==> src/rtl/pc_sequencer.sv <==
// pc_sequencer: instruction-cycle controller for the PIC16F program counter.
// Decodes the executing instruction and drives the PC increment/jump/push/pop/ISR strobes,
// inserting a flush cycle after every redirect and sequencing interrupt entry.
// Optional feature macro: PC_SEQ_SLEEP_EN (SLEEP instruction parks the core until an irq).
module pc_sequencer #(
  // The PC hard-codes the ISR vector; this value is documentation only.
  parameter logic [12:0] ISR_VECTOR = 13'h0004
) (
  input  logic        clk,
  input  logic        rst,
  input  logic [13:0] i_instr,
  input  logic        i_skip_cond,
  input  logic        i_pcl_write,
  input  logic        i_irq_pending,
  input  logic        i_gie,
  output logic        o_pc_incr_en,
  output logic        o_pc_j_en,
  output logic        o_pc_j_and_push_en,
  output logic        o_pc_j_by_pop_en,
  output logic        o_pc_j_to_isr,
  output logic [10:0] o_pc_j_addr,
  output logic        o_exec_en,
  output logic        o_gie_clr,
  output logic        o_gie_set,
  output logic [1:0]  o_state
);

  typedef enum logic [1:0] {
    StFetch0 = 2'd0,
    StExec   = 2'd1,
    StFlush  = 2'd2,
    StSleep  = 2'd3
  } state_e;

  state_e r_state;
  state_e w_state_next;

  // Only the default vector is wired into the PC; other values have no effect.
  if (ISR_VECTOR != 13'h0004) begin : g_nonstd_isr_vector
  end

  // Instruction class decode.
  logic w_is_goto;
  logic w_is_call;
  logic w_is_return;
  logic w_is_retfie;
  logic w_is_skip_class;
  logic w_skip_taken;

  assign w_is_goto       = (i_instr[13:11] == 3'b101);
  assign w_is_call       = (i_instr[13:11] == 3'b100);
  assign w_is_return     = (i_instr == 14'h0008) || (i_instr[13:10] == 4'b1101);
  assign w_is_retfie     = (i_instr == 14'h0009);
  assign w_is_skip_class = (i_instr[13:10] == 4'b0110) || (i_instr[13:10] == 4'b0111) ||
                           (i_instr[13:8] == 6'b001011) || (i_instr[13:8] == 6'b001111);
  assign w_skip_taken    = w_is_skip_class && i_skip_cond;

`ifdef PC_SEQ_SLEEP_EN
  logic w_is_sleep;
  assign w_is_sleep = (i_instr == 14'h0063);
`endif

  assign o_pc_j_addr = i_instr[10:0];
  assign o_state     = r_state;

  // State register; synchronous reset returns to the first fetch.
  always_ff @(posedge clk) begin
    if (rst) begin
      r_state <= StFetch0;
    end else begin
      r_state <= w_state_next;
    end
  end

  // Next-state and strobe decode; everything held low while rst is asserted.
  always_comb begin
    w_state_next       = r_state;
    o_pc_incr_en       = 1'b0;
    o_pc_j_en          = 1'b0;
    o_pc_j_and_push_en = 1'b0;
    o_pc_j_by_pop_en   = 1'b0;
    o_pc_j_to_isr      = 1'b0;
    o_exec_en          = 1'b0;
    o_gie_clr          = 1'b0;
    o_gie_set          = 1'b0;
    if (!rst) begin
      case (r_state)
        StFetch0: begin
          o_pc_incr_en = 1'b1;
          w_state_next = StExec;
        end
        StExec: begin
          o_exec_en = 1'b1;
          if (w_is_goto) begin
            o_pc_j_en    = 1'b1;
            w_state_next = StFlush;
          end else if (w_is_call) begin
            o_pc_j_and_push_en = 1'b1;
            w_state_next       = StFlush;
          end else if (w_is_return) begin
            o_pc_j_by_pop_en = 1'b1;
            w_state_next     = StFlush;
          end else if (w_is_retfie) begin
            o_pc_j_by_pop_en = 1'b1;
            o_gie_set        = 1'b1;
            w_state_next     = StFlush;
          end else if (w_skip_taken) begin
            // Increment past the prefetched word, which the flush then discards.
            o_pc_incr_en = 1'b1;
            w_state_next = StFlush;
          end else if (i_pcl_write) begin
            // PC loads pclath:pcl itself; only the flush is needed here.
            w_state_next = StFlush;
`ifdef PC_SEQ_SLEEP_EN
          end else if (w_is_sleep) begin
            w_state_next = StSleep;
`endif
          end else if (i_irq_pending && i_gie) begin
            // The current instruction still executes; the pushed PC is the next address.
            o_pc_j_to_isr = 1'b1;
            o_gie_clr     = 1'b1;
            w_state_next  = StFlush;
          end else begin
            o_pc_incr_en = 1'b1;
            w_state_next = StExec;
          end
        end
        StFlush: begin
          o_pc_incr_en = 1'b1;
          w_state_next = StExec;
        end
        StSleep: begin
`ifdef PC_SEQ_SLEEP_EN
          if (i_irq_pending) begin
            w_state_next = StExec;
          end
`else
          w_state_next = StFetch0;
`endif
        end
        default: w_state_next = StFetch0;
      endcase
    end
  end

endmodule

==> config.mk <==
export PLATFORM = sky130hd
export DESIGN_NAME = pc_sequencer
export DESIGN_NICKNAME = d
export VERILOG_FILES = /design/src/rtl/pc_sequencer.sv
export SDC_FILE = /design/constraint.sdc
export NUM_CORES = 1
export LEC_CHECK = 0
export CORE_AREA = 4 4 41 43
export CTS_BUF_LIST = sky130_fd_sc_hd__clkbuf_4 sky130_fd_sc_hd__clkbuf_8 sky130_fd_sc_hd__clkbuf_16
export DETAILED_ROUTE_END_ITERATION = 12
export DIE_AREA = 0 0 45 47
export PLACE_DENSITY_LB_ADDON = 0.2
export REMOVE_ABC_BUFFERS = 1
export SYNTH_ARGS = -nofsm -noshare
export SYNTH_HDL_FRONTEND = slang
export SYNTH_SLANG_ARGS = --single-unit
export TNS_END_PERCENT = 5
==> constraint.sdc <==
create_clock -name clk -period 2.1 [get_ports clk]
set_input_delay 0.21 -clock clk [delete_from_list [all_inputs] [get_ports clk]]
set_output_delay 0.21 -clock clk [all_outputs]
set_load 0.01 [all_outputs]
# Word level (Yosys, flattened, before mapping)
# Cells that the tools add are included.
word_totals:
  inputBits: 20
  mem_bits_rw: 0
  output_inout_bits: 21
  latchBits: 0
  elab_cells: 67
  mem_bits_ro: 0
  memories: 0
  regBits: 2
op_classes:
  n_reduce_logical: 8
  shift: 0
  order_cmp: 0
  n_mux: 46
  bitwise_logic: 0
  add_sub_neg: 0
  n_mul: 0
  div: 0
  eq_ne: 12
ops:
  columns: ["operator", "count"]
  rows:
  - ["2-to-1 mux 1 bit", 37]
  - ["equality test 14 x 4 -> 1 bit, second input constant", 2]
  - ["2-to-1 mux 2 bit", 7]
  - ["equality test 6 x 4 -> 1 bit, second input constant", 2]
  - ["equality test 4 x 3 -> 1 bit, second input constant", 2]
  - ["equality test 3 bit, second input constant", 2]
  - ["one-hot mux 2 bit (3 select lines)", 1]
  - ["equality test 2 bit, second input constant", 2]
  - ["equality test 4 bit, second input constant", 1]
  - ["logical OR 1 bit", 4]
  - ["equality test 2 x 1 -> 1 bit, second input constant", 1]
  - ["logical AND 1 bit", 2]
  - ["logical NOT 2 bit", 1]
  - ["one-hot mux 1 bit (2 select lines)", 1]
  - ["OR reduction 2 bit", 1]

# Depth between registers and ports, before layout
# Gate-level depths: netlist of the first run.
logic_depth:
  depth_word: 12
  depth_mapped: 5
  ltp_nobuf: 4

# Least setup slack after synthesis of the first run
# Ideal clock, no wire load.
synth_timing:
  path_kind: "flip-flop to output port"
  startpoint: "reg r_state[0] (netlist: o_state[0])"
  endpoint: "out o_pc_j_to_isr"
  n_path_buf: 1
  slack_ps: 505
  required_time_ps: 1890
  arrival_time_ps: 1385
  path_stages_with_launch: 6
  cell_sequence: "dfxtp_1 nor3b_4 nand2b_4 nor4_1 and2_1 buf_4"
synth_between:
  elab_chain_cells: 3
synth_lines:
  columns: ["element", "line_no", "source"]
  rows:
  - ["from (decl)", "35", "state_e r_state;"]
  - ["from (signal assigned)", "69", "r_state <= StFetch0;"]
  - ["from (signal assigned)", "71", "r_state <= w_state_next;"]
  - ["equality test 2 x 1 -> 1 bit", null, null]
  - ["2-to-1 mux 1 bit (2 in a row)", null, null]
  - ["to (decl)", "20", "output logic o_pc_j_to_isr,"]
# Every way passes these cells.

# Final worst setup path of the first run
layout_timing:
  startpoint: "in rst"
  endpoint: "out o_pc_j_en"
layout_between:
  elab_chain_cells: 1
layout_lines:
  columns: ["element", "line_no", "source"]
  rows:
  - ["from (decl)", "10", "input logic rst,"]
  - ["2-to-1 mux 1 bit", "86", "if (!rst) begin"]
  - ["to (decl)", "17", "output logic o_pc_j_en,"]
# Every way passes these cells.

==> results of run 1 <==
==> cell usage after synthesis <==
| cell | n |
|---|---|
| nand2_1 | 3 |
| dfxtp_1 | 2 |
| a21oi_1 | 2 |
| and3_2 | 1 |
| nor4b_1 | 1 |
| nor2b_1 | 1 |
| nor3b_1 | 1 |
| or3b_1 | 1 |
| nor3_1 | 2 |
| o21bai_1 | 1 |
| o22ai_1 | 2 |
| and2_1 | 1 |
| a31oi_1 | 1 |
| nor3b_4 | 1 |
| buf_4 | 12 |
| o21ai_0 | 1 |
| and2b_2 | 1 |
| nand2b_4 | 1 |
| or3b_2 | 1 |
| and4b_1 | 1 |
| and4_4 | 1 |
| nor2_1 | 3 |
| a21boi_0 | 1 |
| inv_1 | 1 |
| nor4_1 | 2 |
==> what timing repair did <==
action | 4_1_cts | 5_1_grt
cloned | 0 | 0
gates resized for setup | 6 | 3
setup endpoints to repair | 5 | 4
pin swaps | 0 | 0
==> kinds of logic (layout without fill, tap and decap cells) <==
| logic type | count (synthesis) | after routing |
|---|---|---|
| DFF | 2 | 2 |
| buffers and inverters | 13 | 50 |
| AOI/OAI and AO/OA | 8 | 8 |
| and+or+nand+nor | 22 | 22 |
==> cells in the final DEF (no fill, tap or decap) <==
master           instances
clkdlybuf4s50_1         34
a21boi_0                 1
nor2b_1                  1
nor2_1                   3
clkdlybuf4s15_1          1
dlymetal6s2s_1           1
nor4_2                   1
and3_2                   1
nand2_1                  3
clkbuf_4                 3
o22ai_1                  2
and4_4                   1
nor3b_1                  1
o21bai_1                 1
and2_1                   1
nor4b_1                  1
and4b_1                  1
nor4_1                   1
dlygate4sd2_1            4
buf_4                    6
dfxtp_1                  2
o21ai_1                  1
nor3_1                   2
and2b_2                  1
nor3b_4                  1
inv_1                    1
a31oi_1                  1
or3b_1                   1
or3b_2                   1
nand2b_4                 1
a21oi_1                  2
==> metrics by stage <==
stage	cells	total power, W	hold WS (ns)	worst slack (ns)
global route	97	0.000286	0.504	-0.00842
detailed placement	94	0.000179	0.516	-0.186
finish	97	0.000264	0.478	0.0741
CTS	97	0.000271	0.520	0.0582
floorplan	33	0.0000773	0.314	0.596
global placement	94	0.000178	0.504	-0.201
==> tightest hold or removal path: cells and delay by family <==
kind	cells	cell delay, ns
buffers and inverters	2	0.24
AOI/OAI and AO/OA	2	0.21
==> area by class of cell <==
class,count,area (µm²)
repair buffers,46,443
flip-flops and latches,2,40.0
fillers,136,557
clock buffers,3,22.5
multi-input cells,30,216
well taps,15,18.8
inverters,1,3.75
==> where the power goes <==
part | internal, W | switching (W)
clock | 0.0000632 | 0.0000236
sequential | 0.0000421 | 0.00000388
combinational | 0.0000855 | 0.0000459
total | 0.000191 | 0.0000734
==> path summary, 6_finish.rpt <==
kind / from / depth (start not counted) / slack [ns] / to
worst max-delay path: rst / 5 / 0.07 / o_pc_j_en
worst min-delay path: i_instr[12] / 4 / 0.48 / o_state[1]$_SDFF_PP0_
worst max register to register: o_state[0]$_SDFF_PP0_ / 3 / 1.06 / o_state[1]$_SDFF_PP0_
worst min register to register: o_state[0]$_SDFF_PP0_ / 1 / 0.52 / o_state[0]$_SDFF_PP0_
==> layer usage <==
| layer | global-route usage [%] | part of all wire (%) | routed length, µm | vias to the layer above |
|---|---|---|---|---|
| li1 | - | - | - | 232 |
| met1 | 13.1 | 41 | 499 | 204 |
| met2 | 22.0 | 48 | 594 | 21 |
| met3 | 6.13 | 11 | 132 | 0 |
| met4 | 8.77 | 0 | 0 | 0 |
| met5 | 0 | 0 | 0 | - |
==> impl_metrics.csv, run 1 <==
group,metric,value,unit
status,status,"complete, no violations",
synthesis,synth_cells,45,
synthesis,synthesis.area,344,µm²
grt,grt_max_degree,6,
worst_setup_path,path_cells,"clkdlybuf4s50_1 > nor3b_4 > buf_4 > and3_2 > clkdlybuf4s50_1",
floorplanning,start_util,26.4,%
final_layout,final_area,744,µm²
grt,antenna_found_initial,0,
final_layout,final_layout_size_suffix_gt1_share,19.5,%
worst_setup_path,critPathTopFamily,"buffers and inverters",
worst_setup_path,endpoint_kind,"primary output",
timing,setup_viol,0,
power,power_density,355,nW/µm²
hold_path,worst_hold_path_type,"in -> reg",
clock_tree,numCtsBuffers,3,
job,drv_cap,0,
worst_setup_path,cp_slowest_stage_delay,0.54,ns
final_layout,syn_to_final_growth,116,%
final_layout,largest_reg_flops,2,
route,drcViolationCount,0,
clock_tree,cts_tree,"yes",
timing,clock_skew,0.00298,ns
timing,finalHoldViolations,0,
timing,tightest_slew,0.260,ns
synthesis,synth.area.top_cells,"buf_4 26%, dfxtp_1 12%, nor3b_4 5.5%",
synthesis,synth_top_family_by_area,"simple AND/OR/NAND/NOR gates",
synthesis,seq_area_frac_synth,11.6,%
synthesis,synthMuxAreaShare,0,%
worst_setup_path,critical_path_class,"in -> out",
timing,rsz0062_at_grt,"yes",
clock_tree,cts_sinks,2,
synthesis,synth-xor-area-share,0,%
floorplanning,pin_count,41,
floorplanning,die_w,45,µm
route,wl,1230,µm
clock_tree,cts-root-buf,"clkbuf_4",
floorplanning,die-area,2120,µm²
synthesis,synth-seq-cells,2,
floorplanning,dieHeight,47,µm
grt,grt_usage,13.2,%
grt,grt_pass1_wl,1920,µm
worst_setup_path,critPathMostFrequentCell,"clkdlybuf4s50_1",
route,ant_nets,0,
final_layout,diodes,0,
clock_tree,htree_levels,1,
clock_tree,insertion_delay,0.23,ns
clock_tree,cts_setup_buffers,0,
synthesis,synth-compound-area-share,14.2,%
place,port_buffers,40,
synthesis,yosysUniqueCellTypes,25,
synthesis,synth_fa_ha_area_share,0,%
worst_setup_path,worstPathMaxFanout,5,
timing,fin_crit_sh,96.5,%
timing,max_freq,0.494,GHz
route,wl_per_cell,12.6,µm
worst_setup_path,path_buf_inv,3,
place,gp_congestion,0.687,
route,firstDrtPassIters,4,
synthesis,synth_top_area_share,26.2,%
worst_setup_path,cp_slowest_cell,"clkdlybuf4s50_1",
grt,grt-ovfl-total,0,
route,drt_iter0_markers,1,
power,max-vdd-ir-drop,0.000160,V
timing,maxSlewViolCount,0,
worst_setup_path,crit_required,1.89,ns
synthesis,yosysWarnings,0,
place,dp_hpwl,1060,µm
floorplanning,fp-row-count,13,
clock_tree,clk_path_buf_depth,2,
clock_tree,clk_pin_slew_worst_paths,0.03,ns
worst_setup_path,critPathArrivalTime,1.82,ns
timing,period_needed,2.03,ns
timing,tns,0,ns
synthesis,synthSimpleGateAreaFrac,46.9,%
clock_tree,cts_hold_buf,0,
route,num_vias,457,
synthesis,yosys.area.top_type,"buf_4",
floorplanning,core_area,1300,µm²
grt,grt_pass1_vias,468,
synthesis,avgSynthCellArea,7.65,µm²
timing,maxSlewHeadroom,82.4,%
final_layout,post-route-util,57.2,%
worst_setup_path,critPathLaunchType,"input port",
place,placed_cell_area,718,µm²
power,power.leakage,0.321,nW
final_layout,final_net_count,104,
route,vias_per_cell,4.71,
Power figures use the tool's default switching activity.
==> run 2, diff against run 1 <==
SKIP_CTS_REPAIR_TIMING = 1   (was not set)
SLEW_MARGIN = 20   (was not set)
==> impl_metrics.csv, run 2 (synthesis gave the netlist of run 1 again) <==
group,metric,value,unit
floorplanning,die_w,45,µm
route,wl,1230,µm
clock_tree,cts-root-buf,"clkbuf_4",
final_layout,final-instance-count-excl-fill,97,
clock_tree,cts_sinks,2,
status,status,"complete, no violations",
power,pwr-share-clk,32.6,%
floorplanning,pin_count,41,
floorplanning,start_util,26.4,%
place,gp_congestion,0.687,
place,dp_hpwl,1060,µm
timing,maxSlewHeadroom,85.4,%
power,switchingPower,0.0000735,W
timing,rsz0062_at_grt,"yes",
worst_setup_path,critPathArrivalTime,1.83,ns
final_layout,multiInputGateArea,223,µm²
power,p_sw_share,27.7,%
final_layout,final_cell_mix,"35 x clkdlybuf4s50_1, 6 x buf_4, 5 x dlymetal6s2s_1",
timing,fin_crit_sh,97.1,%
grt,grt_max_degree,6,
grt,antenna_found_initial,0,
route,wl_per_cell,12.6,µm
final_layout,regArea,40.0,µm²
final_layout,final_layout_size_suffix_gt1_share,20.7,%
worst_setup_path,endpoint_kind,"primary output",
power,p_int,0.000192,W
place,port_buffers,40,
worst_setup_path,path_buf_inv,3,
route,vias_per_cell,4.63,
clock_tree,clk_path_buf_depth,2,
grt,use_met1,13.1,%
timing,max_freq,0.491,GHz
timing,finalHoldViolations,0,
grt,grt-ovfl-total,0,
grt,grt_pass1_wl,1930,µm
timing,setup_viol,0,
grt,use_met2,22.0,%
power,max-vdd-ir-drop,0.000161,V
worst_setup_path,critPathLaunchType,"input port",
worst_setup_path,cp_slowest_cell,"clkdlybuf4s50_1",
timing,maxSlewViolCount,0,
timing,tightest_slew,0.219,ns
power,power.leakage,0.379,nW
worst_setup_path,critPathMostFrequentCell,"clkdlybuf4s50_1",
floorplanning,dieHeight,47,µm
worst_setup_path,path_cells,"clkdlybuf4s50_1 > and2b_2 > buf_4 > and3_2 > clkdlybuf4s50_1",
clock_tree,htree_levels,1,
worst_setup_path,cp_slowest_stage_delay,0.55,ns
job,drv_cap,0,
grt,grt_pass1_vias,467,
route,num_vias,449,
power,power_density,347,nW/µm²
clock_tree,numCtsBuffers,3,
final_layout,syn_to_final_growth,123,%
timing,clock_skew,0.00346,ns
floorplanning,fp-row-count,13,
floorplanning,die-area,2120,µm²
floorplanning,core_area,1300,µm²
power,seqPwrFrac,17.3,%
clock_tree,cts_tree,"yes",
worst_setup_path,crit_required,1.89,ns
route,firstDrtPassIters,4,
timing,period_needed,2.04,ns
worst_setup_path,critPathTopFamily,"buffers and inverters",
route,drt_iter0_markers,4,
worst_setup_path,worstPathMaxFanout,5,
clock_tree,clk_pin_slew_worst_paths,0.03,ns
power,p_comb_share,50.1,%
final_layout,final_common_cell,"clkdlybuf4s50_1",
final_layout,largest_reg_flops,2,
grt,grt_usage,13.2,%
final_layout,final_net_count,104,
route,ant_nets,0,
final_layout,fillers,128,
clock_tree,insertion_delay,0.23,ns
place,dp_cells,94,
grt,grt_use_met3,6.13,%
final_layout,diodes,0,
worst_setup_path,critical_path_class,"in -> out",
grt,grt-busiest-layer,"met2",
route,drcViolationCount,0,
hold_path,worst_hold_path_type,"reg -> reg",
timing,hold_slack,0.516,ns
==> run 2: power by group through the flow <==
stage	sequential (W)	clock, W	combinational (W)
after floorplan	0.0000478	0	0.0000295
after global placement	0.0000464	0	0.000132
after detailed placement	0.0000465	0	0.000133
after CTS	0.0000460	0.0000931	0.000133
after global routing	0.0000466	0.0000986	0.000143
final	0.0000460	0.0000866	0.000133
==> run 2: path summary, 6_finish.rpt <==
path                               from               endpoint  slack [ns]  cells after the start
setup / recovery            i_instr[12]              o_pc_j_en        0.06                      5
setup reg to reg  o_state[0]$_SDFF_PP0_  o_state[1]$_SDFF_PP0_        1.06                      3
hold reg to reg   o_state[0]$_SDFF_PP0_  o_state[0]$_SDFF_PP0_        0.52                      1
hold / removal    o_state[0]$_SDFF_PP0_  o_state[0]$_SDFF_PP0_        0.52                      1
==> run 2: layout make-up <==
class                      instances  area share (%)
multi-input combinational         30            29.1
clock buffer                       3            2.94
sequential                         2            5.23
inverter                           1           0.490
timing repair buffer              46            59.8
tap                               15            2.45
==> run 2: metrics by stage <==
stage	power, W	TNS [ns]	worst slack, ns	util (%)	instance area, µm²
6_report	0.000266	0	0.0616	58.8	766
5_1_grt	0.000288	-0.00842	-0.00842	58.8	766
4_1_cts	0.000272	-0.858	-0.187	56.9	741
3_5_place_dp	0.000179	-0.859	-0.186	55.2	718
3_3_place_gp	0.000178	-0.799	-0.201	55.2	718
2_1_floorplan	0.0000773	0	0.596	-	254
==> run 2: per-layer routing <==
layer  vias up  part of all wire (%)
met5         -                     0
met4         0                     0
met3         0                    11
met2        21                    48
met1       196                    41
li1        232                     -
==> run 3, diff against run 2 <==
CORE_AREA = not set   (was 4 4 41 43)
CORE_MARGIN = 4   (was not set)
CORE_UTILIZATION = 25   (was not set)
CTS_CLUSTER_SIZE = 30   (was not set)
DIE_AREA = not set   (was 0 0 45 47)
clock period = 2.05 ns   (was 2.1 ns; I/O delays follow)
==> impl_metrics.csv, run 3 (synthesis gave the netlist of run 1 again) <==
group,metric,value,unit
timing,tns,0,ns
timing,setup_viol,0,
timing,fin_crit_sh,98.2,%
status,status,"complete, no violations",
final_layout,final_cell_mix,"33 x clkdlybuf4s50_1, 7 x dlymetal6s2s_1, 6 x buf_4",
worst_setup_path,critPathArrivalTime,1.81,ns
power,switchingPower,0.0000789,W
final_layout,syn_to_final_growth,126,%
worst_setup_path,path_cells,"clkdlybuf4s50_1 > nor3b_4 > buf_4 > and3_2 > clkdlybuf4s50_1",
grt,grt_usage,12.5,%
timing,tightest_slew,0.222,ns
route,num_vias,448,
clock_tree,cts_sinks,2,
power,power.leakage,0.407,nW
final_layout,fillers,119,
final_layout,final_net_count,104,
floorplanning,fp-row-count,13,
hold_path,worst_hold_path_type,"in -> reg",
route,drcViolationCount,0,
power,fin_total_pwr,0.000276,W
worst_setup_path,rr_worst_depth,3,
timing,maxSlewHeadroom,85.2,%
worst_setup_path,worstPathMaxFanout,5,
timing,rsz0062_at_grt,"yes",
clock_tree,clk_pin_slew_worst_paths,0.03,ns
grt,grt_pass1_wl,1800,µm
clock_tree,insertion_delay,0.23,ns
worst_setup_path,crit_cells,5,
timing,period_needed,2.01,ns
place,port_buffers,40,
floorplanning,core_area,1300,µm²
final_layout,final-instance-count-excl-fill,97,
floorplanning,dieHeight,45.1,µm
worst_setup_path,critPathMostFrequentCell,"clkdlybuf4s50_1",
route,drt_iter0_markers,2,
place,dp_hpwl,1020,µm
worst_setup_path,path_buf_inv,3,
route,ant_nets,0,
clock_tree,numCtsBuffers,3,
place,placed_cell_area,718,µm²
worst_setup_path,cp_slowest_stage_delay,0.54,ns
final_layout,diodes,0,
route,wl,1210,µm
grt,grt_pass1_vias,438,
timing,layout_setup_ws,0.0370,ns
floorplanning,die_w,45.1,µm
place,gp_congestion,0.697,
worst_setup_path,crit_required,1.85,ns
timing,maxSlewViolCount,0,
clock_tree,cts_tree,"yes",
worst_setup_path,cp_slowest_cell,"clkdlybuf4s50_1",
floorplanning,start_util,26.4,%
route,wl_per_cell,12.5,µm
final_layout,regArea,40.0,µm²
worst_setup_path,critPathLaunchType,"input port",
timing,finalHoldViolations,0,
grt,grt_max_degree,6,
grt,grt-ovfl-total,0,
final_layout,largest_reg_flops,2,
clock_tree,clk_path_buf_depth,2,
route,firstDrtPassIters,2,
timing,max_freq,0.497,GHz
final_layout,final_area,777,µm²
worst_setup_path,critical_path_class,"in -> out",
place,dp_slack,-0.248,ns
grt,antenna_found_initial,0,
timing,clock_skew,0.000358,ns
final_layout,multiInputGateArea,229,µm²
power,seqPwrFrac,17.0,%
floorplanning,die-area,2030,µm²
worst_setup_path,endpoint_kind,"primary output",
route,vias_per_cell,4.62,
place,dp_cells,94,
power,p_comb_share,49.5,%
final_layout,final_common_cell,"clkdlybuf4s50_1",
power,max-vdd-ir-drop,0.000278,V
job,drv_cap,0,
power,pwr-share-clk,33.5,%
hold_path,hold_depth,4,
power,power_density,355,nW/µm²
clock_tree,cts-root-buf,"clkbuf_4",
final_layout,final_layout_size_suffix_gt1_share,22.0,%
floorplanning,pin_count,41,
power,p_sw_share,28.6,%
power,p_int,0.000197,W
clock_tree,htree_levels,1,
worst_setup_path,critPathTopFamily,"buffers and inverters",
## run 3: area by class of cell
class / count / area share [%]
Timing Repair Buffer: 46 / 59.6
Clock buffer: 3 / 2.90
Inverter: 1 / 0.483
Sequential cell: 2 / 5.15
Multi-Input combinational cell: 30 / 29.5
Tap cell: 15 / 2.42
## run 3: layer usage
metal	vias up	part of all wire, %	GRT usage [%]
li1	229	-	-
met1	195	40	13.7
met2	24	47	19.2
met3	0	12	9.96
met4	0	0	1.75
met5	-	0	0
## run 3: worst reg2reg max path, stage by stage, from the launching register on
cell and delay [ns]:
dfxtp_1 0.35, nor3b_4 0.26, buf_4 0.18, a21boi_0 0.16
## run 3: through the flow
stage	hold slack, ns	utilization, %
detailed placement	0.502	55.2
finish	0.483	59.7
CTS	0.507	56.9
global placement	0.504	55.2
global route	0.538	59.7
floorplan	0.309	-
## run 3: path summary, 6_finish.rpt
path / from / endpoint / slack (ns)
worst max register to register: o_state[0]$_SDFF_PP0_ / o_state[1]$_SDFF_PP0_ / 1.02
worst min-delay path: i_instr[12] / o_state[1]$_SDFF_PP0_ / 0.48
worst max-delay path: rst / o_pc_j_en / 0.04
worst min register to register: o_state[0]$_SDFF_PP0_ / o_state[0]$_SDFF_PP0_ / 0.50
## run 3: power by group through the flow
| stage | clock [W] | combinational [W] | sequential, W |
|---|---|---|---|
| finish | 0.0000925 | 0.000137 | 0.0000469 |
| floorplan | 0 | 0.0000302 | 0.0000490 |
| global route | 0.000103 | 0.000147 | 0.0000479 |
| detailed placement | 0 | 0.000135 | 0.0000475 |
| global placement | 0 | 0.000135 | 0.0000476 |
| CTS | 0.0000991 | 0.000136 | 0.0000470 |
